**src/rtl/line_deserializer.sv**
```systemverilog
// Cache-fill word-to-line deserializer; optional in_last checking under LINE_DESER_LAST_CHECK_EN.
// Latency: line_valid rises 1 cycle after the last word handshake, with a one-cycle bubble between lines.
// Backpressure: in_ready drops while a full line is held; the line stays stable until line_ready.
module line_deserializer #(
  parameter int WORD_W         = 32,
  parameter int WORDS_PER_LINE = 8,
  localparam int LINE_W        = WORD_W * WORDS_PER_LINE,
  localparam int CNT_W         = $clog2(WORDS_PER_LINE)
) (
  input  logic              CLK,
  input  logic              RST_N,
  input  logic              flush,
  input  logic              in_valid,
  input  logic [WORD_W-1:0] in_data,
  output logic              in_ready,
  output logic              line_valid,
  output logic [LINE_W-1:0] line_data,
  input  logic              line_ready,
  output logic [CNT_W-1:0]  word_cnt
`ifdef LINE_DESER_LAST_CHECK_EN
  ,
  input  logic              in_last,
  output logic              err_last
`endif
);

  typedef enum logic {FILL, FULL} state_t;

  state_t state, state_nxt;
  logic   word_acc;
  logic   last_word;

  assign in_ready   = (state == FILL);
  assign line_valid = (state == FULL);
  assign word_acc   = in_valid && in_ready;
  assign last_word  = (word_cnt == CNT_W'(WORDS_PER_LINE - 1));

  always_ff @(posedge CLK or negedge RST_N) begin
    if (!RST_N) state <= FILL;
    else        state <= state_nxt;
  end

  always_comb begin
    state_nxt = state;
    if (flush) begin
      state_nxt = FILL;
    end else begin
      case (state)
        FILL: if (word_acc && last_word) state_nxt = FULL;
        FULL: if (line_ready)            state_nxt = FILL;
      endcase
    end
  end

  // Count wraps to 0 on the last word since WORDS_PER_LINE is a power of 2.
  always_ff @(posedge CLK or negedge RST_N) begin
    if (!RST_N)        word_cnt <= '0;
    else if (flush)    word_cnt <= '0;
    else if (word_acc) word_cnt <= word_cnt + CNT_W'(1);
  end

  // A word arriving with flush is dropped; stale slots are otherwise left in place.
  always_ff @(posedge CLK or negedge RST_N) begin
    if (!RST_N)
      line_data <= '0;
    else if (word_acc && !flush)
      line_data[word_cnt*WORD_W +: WORD_W] <= in_data;
  end

`ifdef LINE_DESER_LAST_CHECK_EN
  always_ff @(posedge CLK or negedge RST_N) begin
    if (!RST_N)
      err_last <= 1'b0;
    else if (flush)
      err_last <= 1'b0;
    else if (word_acc && (in_last != last_word))
      err_last <= 1'b1;
  end
`endif

endmodule

```
**config.mk**
```make
export PLATFORM = sky130hd
export DESIGN_NAME = line_deserializer
export DESIGN_NICKNAME = d
export VERILOG_FILES = /design/src/rtl/line_deserializer.sv
export SDC_FILE = /design/constraint.sdc
export NUM_CORES = 1
export LEC_CHECK = 0
export CORE_UTILIZATION = 40
export DETAILED_ROUTE_END_ITERATION = 10
export GPL_ROUTABILITY_DRIVEN = 0
export PLACE_DENSITY = 0.82
export SYNTH_ARGS = -nofsm -noshare
export SYNTH_HDL_FRONTEND = slang
export SYNTH_SLANG_ARGS = --single-unit
```
**constraint.sdc**
```tcl
create_clock -name CLK -period 2.6 [get_ports CLK]
set_clock_uncertainty 0.1 [all_clocks]
set_input_delay 0.52 -clock CLK [delete_from_list [all_inputs] [get_ports CLK]]
set_output_delay 0.52 -clock CLK [all_outputs]
set_load 0.02 [all_outputs]
```
# --- Word level (Yosys, flattened, before mapping) ---
# Index checks and enable logic that the tools add are counted.
word_totals:
  out_inout_bits: 261
  elab_cells: 21
  register_bits: 260
  in_bits: 37
op_classes:
  n_eq_ne: 1
  bitwise_logic: 1
  shifts: 2
  addsub: 2
  muxes: 7
  n_reduce_logical: 5
ops:
  columns: ["operator", "count"]
  rows:
  - ["256-bit bitwise mux", 1]
  - ["32-bit by 34-bit variable shift with 256-bit output (first input constant)", 1]
  - ["32-bit by 34-bit variable part select with 256-bit output", 1]
  - ["8-bit negation with 34-bit output", 1]
  - ["3-bit 2-to-1 mux", 2]
  - ["3-bit by 1-bit adder with 3-bit output (second input constant)", 1]
  - ["3-bit equality test (second input constant)", 1]
  - ["1-bit logical AND", 3]
  - ["1-bit 2-to-1 mux", 3]
  - ["1-bit one-hot mux with 2 select lines", 1]
  - ["2-bit nonzero test", 1]
  - ["1-bit logical NOT", 1]
  - ["1-bit inverter", 1]

# --- Depth between registers and ports, before layout ---
depth:
  ltp_word: 6
  ltp_mapped: 10
  depth_no_buf: 6

# --- Worst setup path after synthesis ---
# Ideal clock, no wire load.
synth_timing:
  path_type: "reg2reg"
  startpoint: "reg word_cnt[0]"
  endpoint: "reg line_data[224]"
  setup_time_ps: 125
  path_buffers: 2
  slack_ps: -267
  t_required_ps: 2375
  synth_period_minus_slack_ps: 2867
  arrival_time_ps: 2642
  path_stages_with_launch: 8
  path_cell_list: "dfrtp_1 > clkbuf_1 > inv_1 > ha_1 > ha_1 > nor4_1 > clkbuf_1 > mux2_2"
synth_between:
  elab_chain_len: 3
  elab_cells_between_ends: 4
  cone_classes: "add/sub: 1; shift: 2; mux: 1"
synth_rtl:
  columns: ["item", "line", "rtl"]
  rows:
  - ["start, declared", "19", "output logic [CNT_W-1:0] word_cnt"]
  - ["start signal, assigned", "59", "else if (word_acc) word_cnt <= word_cnt + CNT_W'(1);"]
  - ["8-bit negation with 34-bit output (*)", "67", "line_data[word_cnt*WORD_W +: WORD_W] <= in_data;"]
  - ["32-bit by 34-bit variable part select with 256-bit output / 32-bit by 34-bit variable shift with 256-bit output (equally long branches)", "67", null]
  - ["256-bit bitwise mux (*)", "67", null]
  - ["end signal, assigned by index", "67", null]
  - ["end, declared", "17", "output logic [LINE_W-1:0] line_data,"]
# Mark *: on every way between the ends. The rest lies on a longest branch, timed or not.
# A chain may end at the register's enable or synchronous reset.

# --- Worst setup path in the final report ---
layout_timing:
  startpoint: "reg word_cnt[0]"
  endpoint: "out word_cnt[0]"
# No word-level cell between the ends.

==> qor.txt <==
TritonCTS buffer count -> 28
Register area share after synthesis -> 0.630
Worst path slowest cell -> clkdlybuf4s50_1
Fmax -> 419 MHz
Mapped Cells -> 648
Synth warnings -> 0
Cts hold-fix bufs -> 1
Fraction of layout cells with a size suffix above 1 -> 0.340
Final hold vios -> 0
Port buffer count -> 297
Hold Crit Class -> reg2reg
Global route overflow -> 0
CTS resizes -> 0
Die area -> 0.0265 sq mm
Worst path max stage delay -> 0.65 ns
Initial antenna violation count -> 0
H-tree depth -> 1
DR iter-0 viols -> 342
Mean area per synthesized cell -> 15.9 sq um
CP Max Fanout -> 6
Vias in the first global route -> 7136
DP Wirelength -> 19300 um
Final period util -> 0.918
R2R cell count -> 7
# IOs -> 298
Area after DPL -> 0.0140 sq mm
Synth top area cells -> dfrtp_1 (63%), mux2_2 (24%), mux2_4 (4.4%)
WHS Path Cells -> 1
Core area -> 0.0253 sq mm
Static leakage -> 7.01 nW
Unrepaired setup endpoints after global routing -> false
CTS tree -> built
Syn_nets -> 690
Worst Tran Pin Value -> 0.517 ns
Total track usage -> 0.210
Mapped cell area -> 0.0103 sq mm
Top cell type's share of synthesized area -> 0.630
Max_slew headroom -> 0.654
CTS Sinks -> 260
Vias per cell -> 4.94
Clk_lat worst skew -> 0.53 ns
Final ANT Viol Nets -> 0
Yosys cell types -> 24
Core Rows -> 58
Area leader, netlist -> dfrtp_1
Die width -> 163 um
Area delta synth->final -> 44.4%
CP delay by family, top -> buffers and inverters
Clock Root Buffer -> clkbuf_16
Post-CTS Setup Repair Bufs -> 0
Via count -> 6539
Diodes inserted -> 0
CP arrival -> 1.77 ns
Nets -> 1014
Final max-slew violation count -> 0
Final setup vio count -> 0
DRT Wirelength -> 27300 um
Pwr per Cell Area -> 723 mW/mm^2
Yosys reg bits -> 260
Startpoint class of the critical path -> register
Finished Cell Area -> 0.0149 sq mm
DRT Pass-1 Iters -> 4
Crit path kind -> reg2out
Post-route DRC -> 0
Worst-case clock buffer depth -> 3
Pin count of the biggest net entering global routing -> 64
Worst EP required -> 1.98 ns
Crit. path cell count -> 2
WL/cell -> 20.7 um
Die Ht -> 163 um
WP buf/inv -> 2
CP cell instances -> buf_4 -> clkdlybuf4s50_1
Initial core utilization -> 0.409
MaxCap Viol Count -> 0
Tmin final -> 2.39 ns
CP endpoint kind -> output port
Max VDD drop -> 0.641 mV
Reg clk slew, reported paths -> 0.06 ns
First-pass GRT wire length -> 42700 um
Setup_tns -> 0 ns
Status -> completed
-- worst paths after layout --
| check | from | end | slack (ns) |
|---|---|---|---|
| setup / recovery | word_cnt[0] | word_cnt[0] | 0.21 |
| hold / removal | line_data[76] | line_data[76] | 0.39 |
| setup reg to reg | word_cnt[0] | line_data[8] | 0.22 |
| hold reg to reg | line_data[76] | line_data[76] | 0.39 |
| max in group asynchronous | RST_N | line_data[35] | 1.22 |
| min in group asynchronous | RST_N | line_data[80] | 0.43 |
-- layout make-up --
type	instances	area, sq um
Clock buffer	42	835
Clock inverter	9	76.3
Fill cell	1945	10300
Inverter	4	17.5
Multi-Input combinational cell	352	3740
Sequential cell	260	6510
Tap cell	330	413
Timing Repair Buffer	326	3320
-- cell usage after synthesis, drive strengths merged --
cell type  count
ha             5
nor2b          3
nand2          1
buf           15
mux2         256
inv            4
and2          64
clkbuf        17
nor4           4
a31oi          1
or4b           1
nand4bb        1
mux2i          2
or4            1
dfrtp        260
or3b           1
nor2           6
nand2b         2
nor3           3
xnor2          1
-- metal layers --
layer,up-vias,share of wire,track usage,routed length [um]
li1,2903,-,-,-
met1,3385,0.42,0.264,11400
met3,37,0.068,0.0532,1870
met2,214,0.50,0.359,13500
met4,0,0.020,0.0552,535
met5,-,0,0,0
-- through the flow --
stage               std cells  power, mW  hold WS [ns]  worst slack [ns]  utilization
floorplan                 648       5.81         0.124           -0.0900            -
global placement         1271       6.93         0.369            -0.177        0.554
detailed placement       1271       6.98         0.379            -0.218        0.554
CTS                      1323       10.9         0.394             0.167        0.591
global route             1323       11.2         0.417             0.158        0.591
finish                   1323       10.8         0.389             0.213        0.591
-- power breakdown --
part | internal, mW | switching (mW)
sequential | 4.42 | 0.233
combinational | 1.18 | 1.06
clock | 2.31 | 1.59
total | 7.91 | 2.88
-- cell usage in the layout, fill, tap and decap left out, types with 2 or more instances in the layout --
cell type / synthesis / routed
clkbuf_8: 0 / 6
inv_1: 4 / 3
nor3_2: 0 / 3
clkbuf_16: 0 / 29
buf_12: 0 / 10
clkbuf_1: 17 / 7
mux2i_1: 2 / 2
nor2_1: 6 / 5
dfrtp_1: 260 / 259
clkdlybuf4s50_1: 0 / 296
buf_4: 0 / 18
nor4_4: 0 / 4
ha_1: 5 / 3
and2_1: 64 / 64
mux2_4: 30 / 30
mux2_2: 219 / 219
clkinv_2: 0 / 6
nand2b_1: 2 / 2
nor2b_1: 3 / 2
ha_4: 0 / 2
mux2_1: 7 / 7
-- state kept, by name, indices dropped and copies added (netlist names) --
signal / flops
line_data: 256
word_cnt: 3
line_valid: 1
-- kinds of logic (layout without fill, tap and decap cells) --
logic type / count (synthesis) / after routing / synth area share
xor gates and xnor gates: 1 / 1 / 0.000848
muxes: 258 / 258 / 0.292
adders and majority gates: 5 / 5 / 0.00606
DFF: 260 / 260 / 0.630
AOI/OAI and AO/OA: 1 / 1 / 0.000606
and+or+nand+nor: 87 / 87 / 0.0540
buffers and inverters: 36 / 381 / 0.0167
(Power assumes the default switching activity.)
==> patch 1: new RTL, same flow settings <==
Register the output `word_cnt` once more, without a reset; this adds one clock of latency there. The other outputs are not delayed to match.
--- a/src/rtl/line_deserializer.sv
+++ b/src/rtl/line_deserializer.sv
@@ -26,6 +26,8 @@
 
   typedef enum logic {FILL, FULL} state_t;
 
+  logic [CNT_W-1:0] word_cnt_s0;
+
   state_t state, state_nxt;
   logic   word_acc;
   logic   last_word;
@@ -33,7 +35,7 @@
   assign in_ready   = (state == FILL);
   assign line_valid = (state == FULL);
   assign word_acc   = in_valid && in_ready;
-  assign last_word  = (word_cnt == CNT_W'(WORDS_PER_LINE - 1));
+  assign last_word  = (word_cnt_s0 == CNT_W'(WORDS_PER_LINE - 1));
 
   always_ff @(posedge CLK or negedge RST_N) begin
     if (!RST_N) state <= FILL;
@@ -54,9 +56,9 @@
 
   // Count wraps to 0 on the last word since WORDS_PER_LINE is a power of 2.
   always_ff @(posedge CLK or negedge RST_N) begin
-    if (!RST_N)        word_cnt <= '0;
-    else if (flush)    word_cnt <= '0;
-    else if (word_acc) word_cnt <= word_cnt + CNT_W'(1);
+    if (!RST_N)        word_cnt_s0 <= '0;
+    else if (flush)    word_cnt_s0 <= '0;
+    else if (word_acc) word_cnt_s0 <= word_cnt_s0 + CNT_W'(1);
   end
 
   // A word arriving with flush is dropped; stale slots are otherwise left in place.
@@ -64,7 +66,7 @@
     if (!RST_N)
       line_data <= '0;
     else if (word_acc && !flush)
-      line_data[word_cnt*WORD_W +: WORD_W] <= in_data;
+      line_data[word_cnt_s0*WORD_W +: WORD_W] <= in_data;
   end
 
 `ifdef LINE_DESER_LAST_CHECK_EN
@@ -78,5 +80,9 @@
   end
 `endif
 
+  always_ff @(posedge CLK) begin
+    word_cnt <= word_cnt_s0;
+  end
+
 endmodule
 
Function: changed (a bounded check fails within 4 cycles, from zero or initial values and one cycle with RST_N low).
==> patch 1 against the unedited design <==
Sequential share of layout area is 0.097 points higher. Area after synthesis is 0.58% higher. Total power is 0.49% higher. Design area is 0.68% higher. Routed wire length is 1.1% higher. First-iteration DRC count is 20% lower. Critical path depth is 5 higher. Sequential power is 1% higher. Count of clock-buffer cells in the layout is 2 higher. Final cell count is 0.38% higher. Sequential cell count is 3 higher. Setup slack worse by 0.077 ns.
==> patch 1: results (changes against the unedited design) <==
* Status: complete, no violations
* CTS sink count at 263 (+1.2%)
* Fill count at 1921 (-1.2%)
* Synth async-reset ratio at 0.989 (-0.0114)
* Largest net degree at the start of global routing at 69 (+7.8%)
* Vias/cell at 4.93 (-0.19%)
* Worst reg2reg setup slack at 0.14 ns (-0.08 ns)
* CP Data Arrival Time at 2.76 ns (+0.99 ns)
* Inserted Diodes at 0 (unchanged)
* Root Driver: clkbuf_16
* Clk cell area share at 0.0604 (-0.000662)
* Full die area at 26600 µm² (+0.57%)
* Worst relative slew slack at 0.646 (-0.00773)
* Syn Area/Cell at 16.0 µm² (+0.12%)
* First-pass GRT wire length at 42.9 mm (+0.53%)
* Number of global-route vias before repair at 7164 (+0.39%)
* Critical path type: flip-flop to flip-flop
* Worst VDD drop at 0.000590 V (-7.8%)
* Layout cells sized above 1 at 0.337 (-0.00371)
* Bufs w/o clock at 330 (+1.2%)
* Number of post-CTS setup repair buffers at 0 (unchanged)
* Fin nets at 1021 (+0.69%)
* Final-layout clock buffer total at 44 (+4.8%)
* DRT iter0 DRCs at 274 (-20%)
* Dpl hpwl at 19.7 mm (+1.8%)
* Worst R2R End: line_data[10]
* Synth Flop Type: dfrtp_1
* Final WL at 27.6 mm (+1.1%)
* CP Launch Point: word_cnt_s0[0]
* NonClk Buf Share at 0.225 (+0.00216)
* Main area contributors after synthesis: dfrtp_1 63%, mux2_2 24%, mux2_4 4.3%
* Setup_tns at 0 ns (unchanged)
* Critical path peak fanout at 10 (+4)
* Total GRT Usage at 0.210 (+0.000268)
* DR vias at 6551 (+0.18%)
* Comb power at 2.22 mW
* Flip-flop and latch area at 6570 µm² (+0.90%)
* Worst min-delay path category: input pin to async pin
* Pre-antenna DRT Iters at 4 (unchanged)
* Seq/Total Area, Yosys at 0.632 (+0.00214)
* Multi-input combinational area share at 0.249 (-0.00228)
* Lkg Pwr at 7.07 nW (+0.80%)
* Switching share of total power at 0.262 (-0.00458)
* Worst r2r src: word_cnt_s0[0]
* Placed Instances at 1278 (+0.55%)
* Distinct cells, synth at 25 (+4.2%)
* Syn nets at 693 (+0.43%)
patch 1: cell count changes in the layout (fill, tap and decap cells not counted), sizes merged:
cell,unedited run,this run
buf,29,33
clkbuf,42,44
clkinvlp,1,0
dfxtp,0,3
bufinv,1,2
clkinv,7,3
patch 1: stage by stage:
| stage | hold slack (ns) | setup slack [ns] | power, mW | area [µm²] |
|---|---|---|---|---|
| 2_1_floorplan | 0.124 | -0.0270 | 5.82 | 10500 |
| 3_3_place_gp | 0.342 | -0.196 | 6.96 | 14100 |
| 3_5_place_dp | 0.345 | -0.233 | 7.00 | 14100 |
| 4_1_cts | 0.376 | 0.113 | 11.0 | 15000 |
| 5_1_grt | 0.396 | 0.0746 | 11.3 | 15000 |
| 6_report | 0.373 | 0.137 | 10.8 | 15000 |
patch 1: cells by family (layout without fill, tap and decap cells):
logic type / Yosys count / in the layout / synth area share
compound gates: 1 / 1 / 0.000603
xor+xnor: 1 / 1 / 0.000843
fa+ha+maj: 5 / 5 / 0.00602
buf+inv: 36 / 383 / 0.0166
flops: 263 / 263 / 0.632
mux: 258 / 258 / 0.290
simple gates: 87 / 87 / 0.0537
patch 1: metal layers:
| metal | up-vias | part of all wire | track usage |
|---|---|---|---|
| met2 | 240 | 0.48 | 0.348 |
| li1 | 2913 | - | - |
| met5 | - | 0 | 0 |
| met4 | 0 | 0.027 | 0.0624 |
| met3 | 51 | 0.076 | 0.0579 |
| met1 | 3347 | 0.42 | 0.268 |
patch 1: critical path, stage by stage, from the launching register on:
cell and delay, ns:
dfrtp_1 0.46, inv_4 0.08, ha_4 0.15, ha_4 0.13, or3b_4 0.37, or4_4 0.56, buf_12 0.19, mux2_4 0.29
==> patch 2: new RTL, same settings <==
Made on the original files. Add a define of `LINE_DESER_LAST_CHECK_EN`.
--- a/src/rtl/line_deserializer.sv
+++ b/src/rtl/line_deserializer.sv
@@ -1,6 +1,8 @@
 // Cache-fill word-to-line deserializer; optional in_last checking under LINE_DESER_LAST_CHECK_EN.
 // Latency: line_valid rises 1 cycle after the last word handshake, with a one-cycle bubble between lines.
 // Backpressure: in_ready drops while a full line is held; the line stays stable until line_ready.
+`define LINE_DESER_LAST_CHECK_EN
+
 module line_deserializer #(
   parameter int WORD_W         = 32,
   parameter int WORDS_PER_LINE = 8,
Interface: changed (added err_last and in_last); port bits go from 298 to 300. No check against the original RTL was run, so the function may have changed too.
==> patch 2 against the unedited design <==
Sequential cell count up 1. Global-route usage is 0.54 points higher. Fmax decreased by 4.2%. Area after synthesis down 0.70%. Critical path type is now flip-flop to flip-flop. Setup slack got worse by 0.11 ns. Routed wire length rose by 1.3%. Design area is 1.2% lower. Critical endpoint is now line_data[4]. Clock power down 5.9%. Utilization shrank 0.53 points. Synthesized cell count up 0.62%. Total power shrank 4.0%.
==> patch 2: results (changes against the unedited design) <==
* First-pass GRT wire length at 43.3 mm (+1.5%)
* Worst min-delay path category: input pin to async pin
* Tmin final at 2.49 ns (+0.105 ns)
* Critical path peak fanout at 32 (+26)
* Met2 usage in global routing at 0.361 (+0.00210)
* Lkg Pwr at 6.82 nW (-2.7%)
* CP Data Arrival Time at 2.78 ns (+1.01 ns)
* Main area contributors after synthesis: dfrtp_1 64%, mux2_2 24%, mux2_1 4.2%
* Placed Area at 13900 µm² (-0.61%)
* Fill count at 2011 (+3.4%)
* Post-Layout Cell Count at 1317 (-0.45%)
* Syn nets at 695 (+0.72%)
* DRT iter0 DRCs at 344 (+0.58%)
* Seq/Total Area, Yosys at 0.637 (+0.00690)
* Total GRT Usage at 0.215 (+0.00538)
* Pre-CTS setup slack at -0.375 ns (-0.157 ns)
* Worst Tran Pin Value at 1.11 ns (+0.588 ns)
* Dpl hpwl at 19.4 mm (about the same)
* M1 GR Usage at 0.268 (+0.00408)
* Cts bufs inserted at 27 (-3.6%)
* Status: complete, no violations
* Worst VDD drop at 0.000549 V (-14%)
* Number of global-route vias before repair at 7134 (-0.028%)
* Final WL at 27.7 mm (+1.3%)
* Fin nets at 1016 (+0.20%)
* Worst reg2reg setup slack at 0.11 ns (-0.11 ns)
* Largest net degree at the start of global routing at 74 (+16%)
* Post-Syn Instances at 652 (+0.62%)
* Clk Latency, worst-skew pair at 0.51 ns (-0.02 ns)
* Vias/cell at 5.03 (+1.7%)
==> patch 2: changes by cell type in the layout (fill, tap and decap cells not counted), moves of 2 or more <==
| cell | unedited run | this run |
|---|---|---|
| mux2_1 | 7 | 38 |
| clkdlybuf4s50_1 | 296 | 298 |
| clkbuf_8 | 6 | 3 |
| clkinv_2 | 6 | 1 |
| buf_4 | 18 | 14 |
| clkbuf_16 | 29 | 27 |
| clkbuf_1 | 7 | 10 |
| mux2_4 | 30 | 0 |
==> patch 2: cell families (layout without fill, tap and decap cells) <==
family | Yosys count | after routing | synth area share
multiplexers | 258 | 258 | 0.283
adder cells (fa/ha/maj) | 5 | 5 | 0.00610
AND/OR/NAND/NOR | 88 | 88 | 0.0548
buffers and inverters | 36 | 371 | 0.0166
flip-flops | 261 | 261 | 0.637
XOR/XNOR | 2 | 2 | 0.00171
AO/OA/AOI/OAI | 2 | 2 | 0.00110
==> patch 2: report_power, final <==
group / internal [mW] / switching (mW)
registers: 4.43 / 0.224
logic: 0.981 / 1.06
clock network: 2.17 / 1.48
total: 7.59 / 2.77
==> patch 2: final cells by class <==
cell class	instances	area, µm²	share of cell area
multi-input cells	355	3640	0.247
clock inverters	3	65.1	0.00441
flip-flops and latches	261	6530	0.443
well taps	330	413	0.0280
clock buffers	40	754	0.0512
repair buffers	324	3310	0.225
inverters	4	17.5	0.00119
==> patch 2: critical path, stage by stage, from the launching register on <==
cell and delay (ns):
dfrtp_2 0.46, inv_4 0.07, ha_4 0.14, ha_4 0.12, or3b_1 0.33, or4_2 0.58
buf_12 0.22, mux2_1 0.33
==> patch 2: path summary, 6_finish.rpt <==
| path | endpoint | cells after the start | startpoint |
|---|---|---|---|
| max | line_data[4] | 7 | word_cnt[0] |
| min | line_data[152] | 2 | RST_N |
| max reg2reg | line_data[4] | 7 | word_cnt[0] |
| min reg2reg | line_data[231] | 1 | line_data[231] |
| max in group asynchronous | word_cnt[0] | 3 | RST_N |
| min in group CLK | line_data[231] | 1 | line_data[231] |
==> patch 2: routing by layer <==
layer  routed length, µm  share of wire  vias up
met2               13500           0.49      261
met5                   0              0        -
met1               11100           0.40     3420
li1                    -              -     2906
met4                 642          0.023        0
met3                2400          0.087       36
==> patch 2: through the flow <==
stage	power (mW)	hold WS (ns)
after CTS	10.5	0.389
final	10.4	0.391
after global routing	10.8	0.403
after global placement	6.73	0.349
after detailed placement	6.78	0.352
after floorplan	5.60	0.124
